[config.mk]
export PLATFORM = sky130hd
export DESIGN_NAME = stopwatch_counter_flat
export DESIGN_NICKNAME = d
export VERILOG_FILES = /design/src/rtl/stopwatch_if.sv /design/src/rtl/stopwatch_counter.sv /design/src/flat_wrapper.sv
export SDC_FILE = /design/constraint.sdc
export NUM_CORES = 1
export LEC_CHECK = 0
export BUFFER_PORTS_ARGS = -buffer_cell sky130_fd_sc_hd__buf_4
export CORE_MARGIN = 8
export CORE_UTILIZATION = 59
export CTS_BUF_LIST = sky130_fd_sc_hd__clkbuf_16
export CTS_CLUSTER_SIZE = 16
export DETAILED_ROUTE_END_ITERATION = 8
export GPL_TIMING_DRIVEN = 0
export PLACE_DENSITY = 0.78
export SETUP_SLACK_MARGIN = 0.02
export SYNTH_ARGS = -nofsm -noshare
export SYNTH_HDL_FRONTEND = slang
export SYNTH_SLANG_ARGS = --single-unit
[constraint.sdc]
create_clock -name clk -period 2.9 [get_ports clk]
set_input_delay 0.145 -clock clk [delete_from_list [all_inputs] [get_ports clk]]
set_output_delay 0.145 -clock clk [all_outputs]
set_load 0.02 [all_outputs]
[src/rtl/stopwatch_if.sv]
// Stopwatch tick interface: button/tick pulses toward the counter, BCD display and status back.
interface stopwatch_if;
  logic       tick;
  logic       start_stop;
  logic       lap;
  logic       clear;
  logic [3:0] cs_o;
  logic [3:0] cs_t;
  logic [3:0] s_o;
  logic [3:0] s_t;
  logic [3:0] m_o;
  logic [3:0] m_t;
  logic       running;
  logic       lap_active;
  logic       wrap;

  modport master (
    output tick, start_stop, lap, clear,
    input  cs_o, cs_t, s_o, s_t, m_o, m_t, running, lap_active, wrap
  );

  modport slave (
    input  tick, start_stop, lap, clear,
    output cs_o, cs_t, s_o, s_t, m_o, m_t, running, lap_active, wrap
  );
endinterface

[src/rtl/stopwatch_counter.sv]
// Counts tick pulses into a BCD MM:SS.cc time under a run/stop/lap state machine;
// the lap state freezes the displayed value while the live count keeps running.
module stopwatch_counter #(
  parameter int unsigned TICKS_PER_CS = 1,
  parameter int unsigned MAX_MIN      = 59
) (
  input  logic        clk,
  input  logic        rst,
  stopwatch_if.slave  sw
);

  localparam int unsigned PW       = (TICKS_PER_CS > 1) ? $clog2(TICKS_PER_CS) : 1;
  localparam logic [PW-1:0] PRE_LAST = PW'(TICKS_PER_CS - 1);
  localparam logic [3:0]  MAX_T    = 4'(MAX_MIN / 10);
  localparam logic [3:0]  MAX_O    = 4'(MAX_MIN % 10);

  typedef enum logic [1:0] {IDLE, RUN, LAP, STOP} state_e;

  typedef struct packed {
    logic [3:0] m_t;
    logic [3:0] m_o;
    logic [3:0] s_t;
    logic [3:0] s_o;
    logic [3:0] cs_t;
    logic [3:0] cs_o;
  } bcd_t;

  state_e        state_q, state_d;
  bcd_t          live_q, live_d;
  bcd_t          latch_q, latch_d;
  bcd_t          disp_q, disp_d;
  logic [PW-1:0] pre_q, pre_d;
  logic          running_q, running_d;
  logic          lap_q, lap_d;
  logic          wrap_q, wrap_d;
  logic          counting;
  logic          advance;

  always_ff @(posedge clk or posedge rst) begin
    if (rst) begin
      state_q   <= IDLE;
      live_q    <= '0;
      latch_q   <= '0;
      disp_q    <= '0;
      pre_q     <= '0;
      running_q <= 1'b0;
      lap_q     <= 1'b0;
      wrap_q    <= 1'b0;
    end else begin
      state_q   <= state_d;
      live_q    <= live_d;
      latch_q   <= latch_d;
      disp_q    <= disp_d;
      pre_q     <= pre_d;
      running_q <= running_d;
      lap_q     <= lap_d;
      wrap_q    <= wrap_d;
    end
  end

  always_comb begin
    state_d  = state_q;
    live_d   = live_q;
    latch_d  = latch_q;
    pre_d    = pre_q;
    wrap_d   = 1'b0;
    advance  = 1'b0;
    counting = sw.tick && ((state_q == RUN) || (state_q == LAP));

    if (sw.clear) begin
      state_d = IDLE;
      live_d  = '0;
      latch_d = '0;
      pre_d   = '0;
    end else begin
      if (counting) begin
        if (pre_q == PRE_LAST) begin
          pre_d   = '0;
          advance = 1'b1;
        end else begin
          pre_d = pre_q + PW'(1);
        end
      end

      // BCD cascade; every carry resolves in this cycle
      if (advance) begin
        if (live_q.cs_o != 4'd9) live_d.cs_o = live_q.cs_o + 4'd1;
        else begin
          live_d.cs_o = '0;
          if (live_q.cs_t != 4'd9) live_d.cs_t = live_q.cs_t + 4'd1;
          else begin
            live_d.cs_t = '0;
            if (live_q.s_o != 4'd9) live_d.s_o = live_q.s_o + 4'd1;
            else begin
              live_d.s_o = '0;
              if (live_q.s_t != 4'd5) live_d.s_t = live_q.s_t + 4'd1;
              else begin
                live_d.s_t = '0;
                if ((live_q.m_t == MAX_T) && (live_q.m_o == MAX_O)) begin
                  live_d.m_t = '0;
                  live_d.m_o = '0;
                  wrap_d     = 1'b1;
                end else if (live_q.m_o != 4'd9) begin
                  live_d.m_o = live_q.m_o + 4'd1;
                end else begin
                  live_d.m_o = '0;
                  live_d.m_t = live_q.m_t + 4'd1;
                end
              end
            end
          end
        end
      end

      // start_stop outranks lap; the latch takes the pre-tick live value
      unique case (state_q)
        IDLE: if (sw.start_stop) state_d = RUN;
        RUN: begin
          if (sw.start_stop) state_d = STOP;
          else if (sw.lap) begin
            state_d = LAP;
            latch_d = live_q;
          end
        end
        LAP: begin
          if (sw.start_stop) state_d = STOP;
          else if (sw.lap)   state_d = RUN;
        end
        STOP: if (sw.start_stop) state_d = RUN;
        default: state_d = IDLE;
      endcase
    end

    running_d = (state_d == RUN) || (state_d == LAP);
    lap_d     = (state_d == LAP);
    disp_d    = lap_d ? latch_d : live_d;
  end

  assign sw.cs_o       = disp_q.cs_o;
  assign sw.cs_t       = disp_q.cs_t;
  assign sw.s_o        = disp_q.s_o;
  assign sw.s_t        = disp_q.s_t;
  assign sw.m_o        = disp_q.m_o;
  assign sw.m_t        = disp_q.m_t;
  assign sw.running    = running_q;
  assign sw.lap_active = lap_q;
  assign sw.wrap       = wrap_q;

endmodule

[src/flat_wrapper.sv]
// flat-port wrapper written by rule: the top's interface ports become plain ports
module stopwatch_counter_flat 
#(
  parameter int unsigned TICKS_PER_CS = 1,
  parameter int unsigned MAX_MIN      = 59
)
  (clk, rst, sw_tick, sw_start_stop, sw_lap, sw_clear, sw_cs_o, sw_cs_t, sw_s_o, sw_s_t, sw_m_o, sw_m_t, sw_running, sw_lap_active, sw_wrap);
  stopwatch_if sw_i ();
  input  logic clk;
  input  logic rst;
  input wire logic [$bits(sw_i.tick)-1:0] sw_tick;
  input wire logic [$bits(sw_i.start_stop)-1:0] sw_start_stop;
  input wire logic [$bits(sw_i.lap)-1:0] sw_lap;
  input wire logic [$bits(sw_i.clear)-1:0] sw_clear;
  output wire logic [$bits(sw_i.cs_o)-1:0] sw_cs_o;
  output wire logic [$bits(sw_i.cs_t)-1:0] sw_cs_t;
  output wire logic [$bits(sw_i.s_o)-1:0] sw_s_o;
  output wire logic [$bits(sw_i.s_t)-1:0] sw_s_t;
  output wire logic [$bits(sw_i.m_o)-1:0] sw_m_o;
  output wire logic [$bits(sw_i.m_t)-1:0] sw_m_t;
  output wire logic [$bits(sw_i.running)-1:0] sw_running;
  output wire logic [$bits(sw_i.lap_active)-1:0] sw_lap_active;
  output wire logic [$bits(sw_i.wrap)-1:0] sw_wrap;
  assign sw_i.tick = sw_tick;
  assign sw_i.start_stop = sw_start_stop;
  assign sw_i.lap = sw_lap;
  assign sw_i.clear = sw_clear;
  assign sw_cs_o = sw_i.cs_o;
  assign sw_cs_t = sw_i.cs_t;
  assign sw_s_o = sw_i.s_o;
  assign sw_s_t = sw_i.s_t;
  assign sw_m_o = sw_i.m_o;
  assign sw_m_t = sw_i.m_t;
  assign sw_running = sw_i.running;
  assign sw_lap_active = sw_i.lap_active;
  assign sw_wrap = sw_i.wrap;
  stopwatch_counter #(.TICKS_PER_CS(TICKS_PER_CS), .MAX_MIN(MAX_MIN)) u_core (.clk(clk), .rst(rst), .sw(sw_i));
endmodule
==> qor.csv, run 1 <==
stage;metric;value;unit
timing;fmax;377;MHz
timing;final hold vios;0;
synth;distinct cell type count of the synthesized netlist;45;
synth;synth warn;0;
worst_setup_path;Critical Path Start Type;register;
synth;Synth area leaders;dfrtp_1, a21oi_1, ha_1, mux2i_1, nand2_1;
cells_and_area;Post-layout nets;407;
synth;synthesized area;3580;um^2
routing;Final ANT Viol Nets;0;
power_and_ir_drop;Pwr Total;2.30;mW
worst_setup_path;CP max stage delay;0.40;ns
clock_network;Clock Latency Late Sink;0.33;ns
cells_and_area;register area;1930;um^2
synth;#FFs+latches synth;77;
worst_setup_path;R2R Setup Slk;0.25;ns
synth;number of synthesized flops with an enable pin;0;
timing;RSZ-0062 raised after global routing;no;
routing;via count;2659;
place;Post-Place Cell Area;3940;um^2
worst_setup_path;worst path arrival time;2.86;ns
routing;final wirelength;7970;um
global_routing;Total GRT Usage;20.1;%
timing;setup TNS;0;ns
timing;final setup violation count;0;
power_and_ir_drop;Pwr per Cell Area;548;nW/um^2
synth;syn_nets;363;
synth;Main synth FF type;dfrtp_1;
worst_setup_path;reg2reg path depth;11;
clock_network;Post-CTS Setup Bufs;0;
synth;post-synth top area cell;dfrtp_1;
synth;async set-or-reset flop fraction in the synthesized netlist;100;%
clock_network;clock sinks;77;
place;I/O Buffers;31;
timing;Final WS setup;0.246;ns
worst_hold_path;Hold EP;u_core.live_q[5];
cells_and_area;Filler cells;449;
timing;pin slew with the least headroom to its limit;0.624;ns
timing;Final Slew Violations;0;
outcome;outcome;complete, no violations;
die;Core Area;5890;um^2
synth;Post-synth top cells;dfrtp_1, nand2_1, nor2_1;
timing;fraction of the cycle the final worst path needs;91.5;%
cells_and_area;Diodes inserted;0;
worst_hold_path;Worst Hold Launch;sw_clear;
die;io pins;33;
timing;crit path time final;2.65;ns
worst_hold_path;worst min path class;in -> reg;
die;DIE HEIGHT;93.9;um
worst_setup_path;crit path kind;reg -> reg;
power_and_ir_drop;Max VDD drop;0.369;mV
global_routing;initial antenna violation count;0;
clock_network;clk root buf;clkbuf_16;
worst_hold_path;Hold Path Stages;2;
worst_setup_path;Top cell by count, worst path;ha_1;
synth;cells after synthesis;345;
worst_setup_path;slowest CP cell;dfrtp_1;
synth;most instantiated library cell after synthesis;dfrtp_1;
synth;post-synthesis sequential area ratio;53.8;%
worst_setup_path;r2r startpoint;u_core.state_q[0];
worst_setup_path;CP cell instances;inv_1 -> ha_1 -> a31oi_1 -> a21oi_1 -> nor2_1 -> a211oi_2 -> ha_1 -> clkbuf_8 -> clkinv_2 -> clkbuf_4 -> mux2_2;
worst_setup_path;Setup crit end kind;register;
synth;syn_area_per_cell;10.4;um^2
cells_and_area;fin util;71.4;%
worst_setup_path;Critical Path RT;3.11;ns
clock_network;Reg clk slew, reported paths;0.05;ns
die;Die Area;8820;um^2
clock_network;cts bufs inserted;9;
routing;DRT Pass-1 Iters;4;
timing;headroom to the max-slew limit;58.4;%
clock_network;CTS tree;done;
job;Max Cap Viol;0;
place;Post-DP HPWL;5400;um
cells_and_area;share of layout cells above drive strength 1;18.9;%
clock_network;H-tree depth;3;
cells_and_area;post-route design area;4200;um^2
die;die span in x;93.9;um
place;Place WS;-0.184;ns
global_routing;largest net degree at the start of global routing;48;
routing;Vias per Instance;5.71;
worst_setup_path;r2r endpoint;u_core.sw.s_o[1];
die;row count;28;
worst_setup_path;crit-path max FO;10;
cells_and_area;Multi-input gate area;1500;um^2
die;Initial Utilization;60.8;%
timing;Clock Skew;0.00425;ns
power_and_ir_drop;leakage;2.04;nW
global_routing;first-pass GRT wire length;13800;um
synth;share of Yosys cell area claimed by the top area cell type;53.8;%
global_routing;Overflow after GRT;0;
routing;Wirelength per Cell;17.1;um
global_routing;vias in the first global route;2810;
place;Placer Congestion;0.828;
clock_network;CTS Buffer Depth;2;
routing;DR iter-0 viols;130;
cells_and_area;Synth-to-Final Area Change;17.4;%
routing;DRC;0;
==> where the power goes <==
group	switching [mW]	leakage [nW]	internal [mW]	total (mW)
clock	0.397	0.124	0.556	0.953
combinational	0.147	0.843	0.0887	0.235
sequential	0.0144	1.07	1.10	1.11
total	0.558	2.04	1.74	2.30
==> cells in the final DEF, fill, tap and decap left out, types with 4 or more instances in the layout <==
master,Yosys,final
buf_4,0,31
dfrtp_1,77,77
nand3b_1,5,5
clkbuf_1,6,4
nand3_1,7,7
a21oi_1,32,32
nor2b_1,4,4
nor3_1,9,9
o21ai_0,11,11
ha_1,12,12
buf_2,4,4
a21o_1,8,8
nand2_1,39,39
xor2_1,4,4
clkinv_2,0,4
mux2_2,8,8
buf_1,5,5
mux2i_1,15,15
nor2_1,39,39
clkbuf_16,0,9
inv_1,12,11
and3b_1,5,5
==> state kept, by name (all words and copies together) (netlist names) <==
name,flops
u_core.latch_q,24
u_core.live_q,24
u_core.sw.cs_o,4
u_core.sw.cs_t,4
u_core.sw.m_o,4
u_core.sw.m_t,4
u_core.sw.s_o,4
u_core.sw.s_t,4
u_core.state_q,2
u_core.sw.lap_active,1
u_core.sw.running,1
u_core.sw.wrap,1
==> final cells by class <==
class / instances / area share (%)
plain buffers: 19 / 2.83
clock buffers: 9 / 5.36
clock inverters: 4 / 0.447
inverters: 13 / 1.25
multi-input cells: 236 / 35.6
flip-flops and latches: 77 / 45.9
well taps: 75 / 2.23
repair buffers: 33 / 6.43
==> metrics by stage <==
stage	hold slack, ns	cells
global route	0.0434	466
finish	0.0425	466
detailed placement	0.170	452
CTS	0.0416	466
global placement	0.383	451
floorplan	0.337	345
==> critical path: cells and delay by family, from the launching register on <==
kind | cells | cell delay [ns]
fa+ha+maj | 2 | 0.58
compound gates | 3 | 0.45
mux | 1 | 0.36
buf+inv | 4 | 0.60
flops | 1 | 0.40
simple gates | 1 | 0.13
==> routing by layer <==
layer,share of wire [%],GRT usage [%]
met5,0,0
met4,1.4,6.74
met3,5.5,6.24
met2,49,31.6
met1,44,25.5
==> worst max-delay path by stage <==
stage,startpoint,endpoint,slack (ns)
2_1_floorplan,u_core.state_q[0],u_core.sw.s_o[1],0.48
3_3_place_gp,sw_clear,u_core.sw.s_o[1],-0.17
3_5_place_dp,sw_clear,u_core.sw.s_o[1],-0.18
4_1_cts,u_core.state_q[0],u_core.sw.s_o[1],0.18
5_1_grt,u_core.state_q[0],u_core.sw.s_o[1],0.02
6_report,u_core.state_q[0],u_core.sw.s_o[1],0.25
==> repair_timing <==
item,CTS,global route
setup endpoints to repair,4,12
cloned,0,0
hold endpoints to repair,30,0
gates resized for setup,3,3
hold buffers,1,0
==> logic make-up after synthesis <==
group	count (synthesis)	synth area share (%)
AND/OR/NAND/NOR	130	18.6
flip-flops	77	53.8
AO/OA/AOI/OAI	65	10.7
buffers and inverters	32	4.54
multiplexers	23	6.71
adder cells (fa/ha/maj)	12	4.19
XOR/XNOR	6	1.47
Power figures use the tool's default switching activity.
==> run 2: changes to the inputs <==
- BUFFER_PORTS_ARGS: -buffer_cell sky130_fd_sc_hd__buf_4 -> not set
- CORE_UTILIZATION: 59 -> 63
- DONT_BUFFER_PORTS: not set -> 1
==> run 2 against run 1 <==
  * Wire length shrank 2.3%
  * Maximum frequency decreased by 2.4%
  * Clock-buffer cell count did not move
  * Sequential power about the same
  * Worst setup slack worse by 0.066 ns
  * Critical path depth unchanged
  * Global-route usage fell by 0.83 points
  * Utilization grew 0.57 points
  * Register-to-register slack worse by 0.07 ns
  * Sequential cell count unchanged
  * Sequential share of layout area increased by 2.8 points
==> qor.csv, run 2 (synthesis results as in run 1) <==
stage;metric;value;unit;change
outcome;outcome;complete, no violations;;
timing;final setup violation count;0;;unchanged
clock_network;CTS tree;done;;
place;Placer Congestion;0.803;;-3.0%
worst_setup_path;Setup crit end kind;register;;
clock_network;H-tree depth;3;;unchanged
worst_setup_path;Critical Path RT;3.11;ns;about the same
worst_setup_path;r2r endpoint;u_core.sw.s_t[0];;
timing;fmax;368;MHz;-2.4%
routing;final wirelength;7790;um;-2.3%
power_and_ir_drop;Pwr per Cell Area;572;nW/um^2;+4.4%
routing;via count;2540;;-4.5%
job;Max Cap Viol;0;;unchanged
timing;Clock Skew;0.00202;ns;-0.00222 ns
timing;fraction of the cycle the final worst path needs;93.8;%;+2.3 points
routing;DRC;0;;unchanged
worst_setup_path;R2R Setup Slk;0.18;ns;-0.07 ns
timing;crit path time final;2.72;ns;+0.0656 ns
place;Post-DP HPWL;5310;um;-1.6%
worst_setup_path;r2r startpoint;u_core.state_q[0];;
global_routing;Overflow after GRT;0;;unchanged
clock_network;Reg clk slew, reported paths;0.05;ns;about the same
worst_hold_path;worst min path class;in -> reg;;
timing;final hold vios;0;;unchanged
timing;Final Slew Violations;0;;unchanged
die;DIE HEIGHT;91.4;um;-2.7%
clock_network;cts bufs inserted;9;;unchanged
die;Core Area;5510;um^2;-6.4%
cells_and_area;commonest non-fill, non-tap cells in the layout;dfrtp_1, nor2_1, nand2_1;;
die;die span in x;91.4;um;-2.7%
power_and_ir_drop;leakage;1.88;nW;-7.9%
cells_and_area;share of layout cells above drive strength 1;11.3;%;-7.6 points
place;Post-Place Cell Area;3690;um^2;-6.2%
cells_and_area;Multi-input gate area;1500;um^2;unchanged
worst_setup_path;crit-path max FO;10;;unchanged
cells_and_area;Synth-to-Final Area Change;10.7;%;
routing;Vias per Instance;5.85;;+2.6%
worst_setup_path;crit path from;u_core.state_q[0];;
die;io pins;33;;unchanged
clock_network;CTS Buffer Depth;2;;unchanged
global_routing;first-pass GRT wire length;12700;um;-7.6%
routing;DRT Pass-1 Iters;4;;unchanged
clock_network;Clock Latency Late Sink;0.33;ns;about the same
global_routing;largest net degree at the start of global routing;44;;-8.3%
timing;Hold WS;0.0402;ns;-0.00227 ns
timing;RSZ-0062 raised after global routing;no;;
place;I/O Buffers;0;;-100%
timing;headroom to the max-slew limit;59.5;%;+1.1 points
die;Initial Utilization;65.0;%;+4.2 points
global_routing;Total GRT Usage;19.2;%;-0.83 points
cells_and_area;Filler cells;398;;-11%
worst_setup_path;crit path kind;reg -> reg;;
worst_setup_path;reg2reg path depth;11;;unchanged
die;Die Area;8350;um^2;-5.3%
place;dpl cells;418;;-7.5%
cells_and_area;post-route design area;3960;um^2;-5.7%
global_routing;initial antenna violation count;0;;unchanged
worst_setup_path;Worst Setup EP;u_core.sw.s_t[0];;
die;row count;27;;-3.6%
timing;pin slew with the least headroom to its limit;0.607;ns;-0.0169 ns
worst_setup_path;Critical Path Start Type;register;;
cells_and_area;Diodes inserted;0;;unchanged
cells_and_area;register area;1930;um^2;unchanged
cells_and_area;Post-layout nets;376;;-7.6%
cells_and_area;Final Non-Filler Cells;434;;-6.9%
power_and_ir_drop;Max VDD drop;0.392;mV;+6.3%
routing;DR iter-0 viols;130;;unchanged
cells_and_area;Largest regs;u_core.latch_q x24, u_core.live_q x24;;
worst_setup_path;worst path arrival time;2.93;ns;+0.07 ns
routing;Wirelength per Cell;17.9;um;+4.9%
clock_network;clock sinks;77;;unchanged
global_routing;vias in the first global route;2640;;-6.0%
clock_network;clk root buf;clkbuf_16;;
cells_and_area;commonest non-fill, non-tap cell in the layout;dfrtp_1;;
routing;Final ANT Viol Nets;0;;unchanged
[run 2: through the flow]
stage | util, % | power [mW] | setup TNS, ns | worst slack, ns
after CTS | 71.9 | 2.28 | 0 | 0.166
after global placement | 66.6 | 1.32 | -0.281 | -0.150
final | 72.0 | 2.27 | 0 | 0.181
after detailed placement | 67.1 | 1.33 | -0.280 | -0.142
after global routing | 72.0 | 2.34 | 0 | 0.0614
after floorplan | - | 1.28 | 0 | 0.475
[run 2: cell type report]
class,count,area share [%]
plain buffers,19,2.97
inverters,13,1.33
flip-flops and latches,77,48.6
clock inverters,6,0.632
multi-input cells,236,37.7
clock buffers,9,5.68
repair buffers,2,0.758
well taps,72,2.27
[run 2: critical path, stage by stage, from the launching register on]
cell      delay [ns]
dfrtp_1         0.39
inv_1           0.06
ha_1            0.35
a31oi_1         0.29
a21oi_1         0.11
nor2_1          0.14
a211oi_2        0.08
ha_1            0.24
clkbuf_8        0.17
clkinv_2        0.13
clkbuf_4        0.27
mux2_2          0.37
[run 2: metal layers]
metal / track usage (%) / part of all wire (%)
met1: 22.7 / 43
met2: 31.9 / 49
met3: 3.62 / 5.5
met4: 11.3 / 3.1
met5: 0 / 0
[run 2: power breakdown]
part	total (mW)	internal, mW	leakage (nW)	switching [mW]
Combinational	0.181	0.0641	0.670	0.117
Sequential	1.13	1.10	1.07	0.0358
Clock	0.950	0.558	0.136	0.392
Total	2.27	1.72	1.88	0.545
[run 2: how the worst min path moves through the flow]
stage | cells after the start | endpoint | start | slack, ns
CTS | 2 | u_core.state_q[1] | sw_start_stop | 0.03
floorplan | 2 | u_core.state_q[1] | sw_start_stop | 0.34
global placement | 2 | u_core.state_q[1] | sw_start_stop | 0.35
detailed placement | 1 | u_core.live_q[17] | rst | 0.06
finish | 2 | u_core.live_q[5] | sw_clear | 0.04
global route | 2 | u_core.live_q[5] | sw_clear | 0.05
[run 2: timing repair]
| action | 4_1_cts | 5_1_grt |
|---|---|---|
| setup endpoints to repair | 5 | 4 |
| hold buffers | 1 | 0 |
| buffers inserted | 0 | 0 |
| hold endpoints to repair | 34 | 0 |
| gates resized for setup | 3 | 1 |
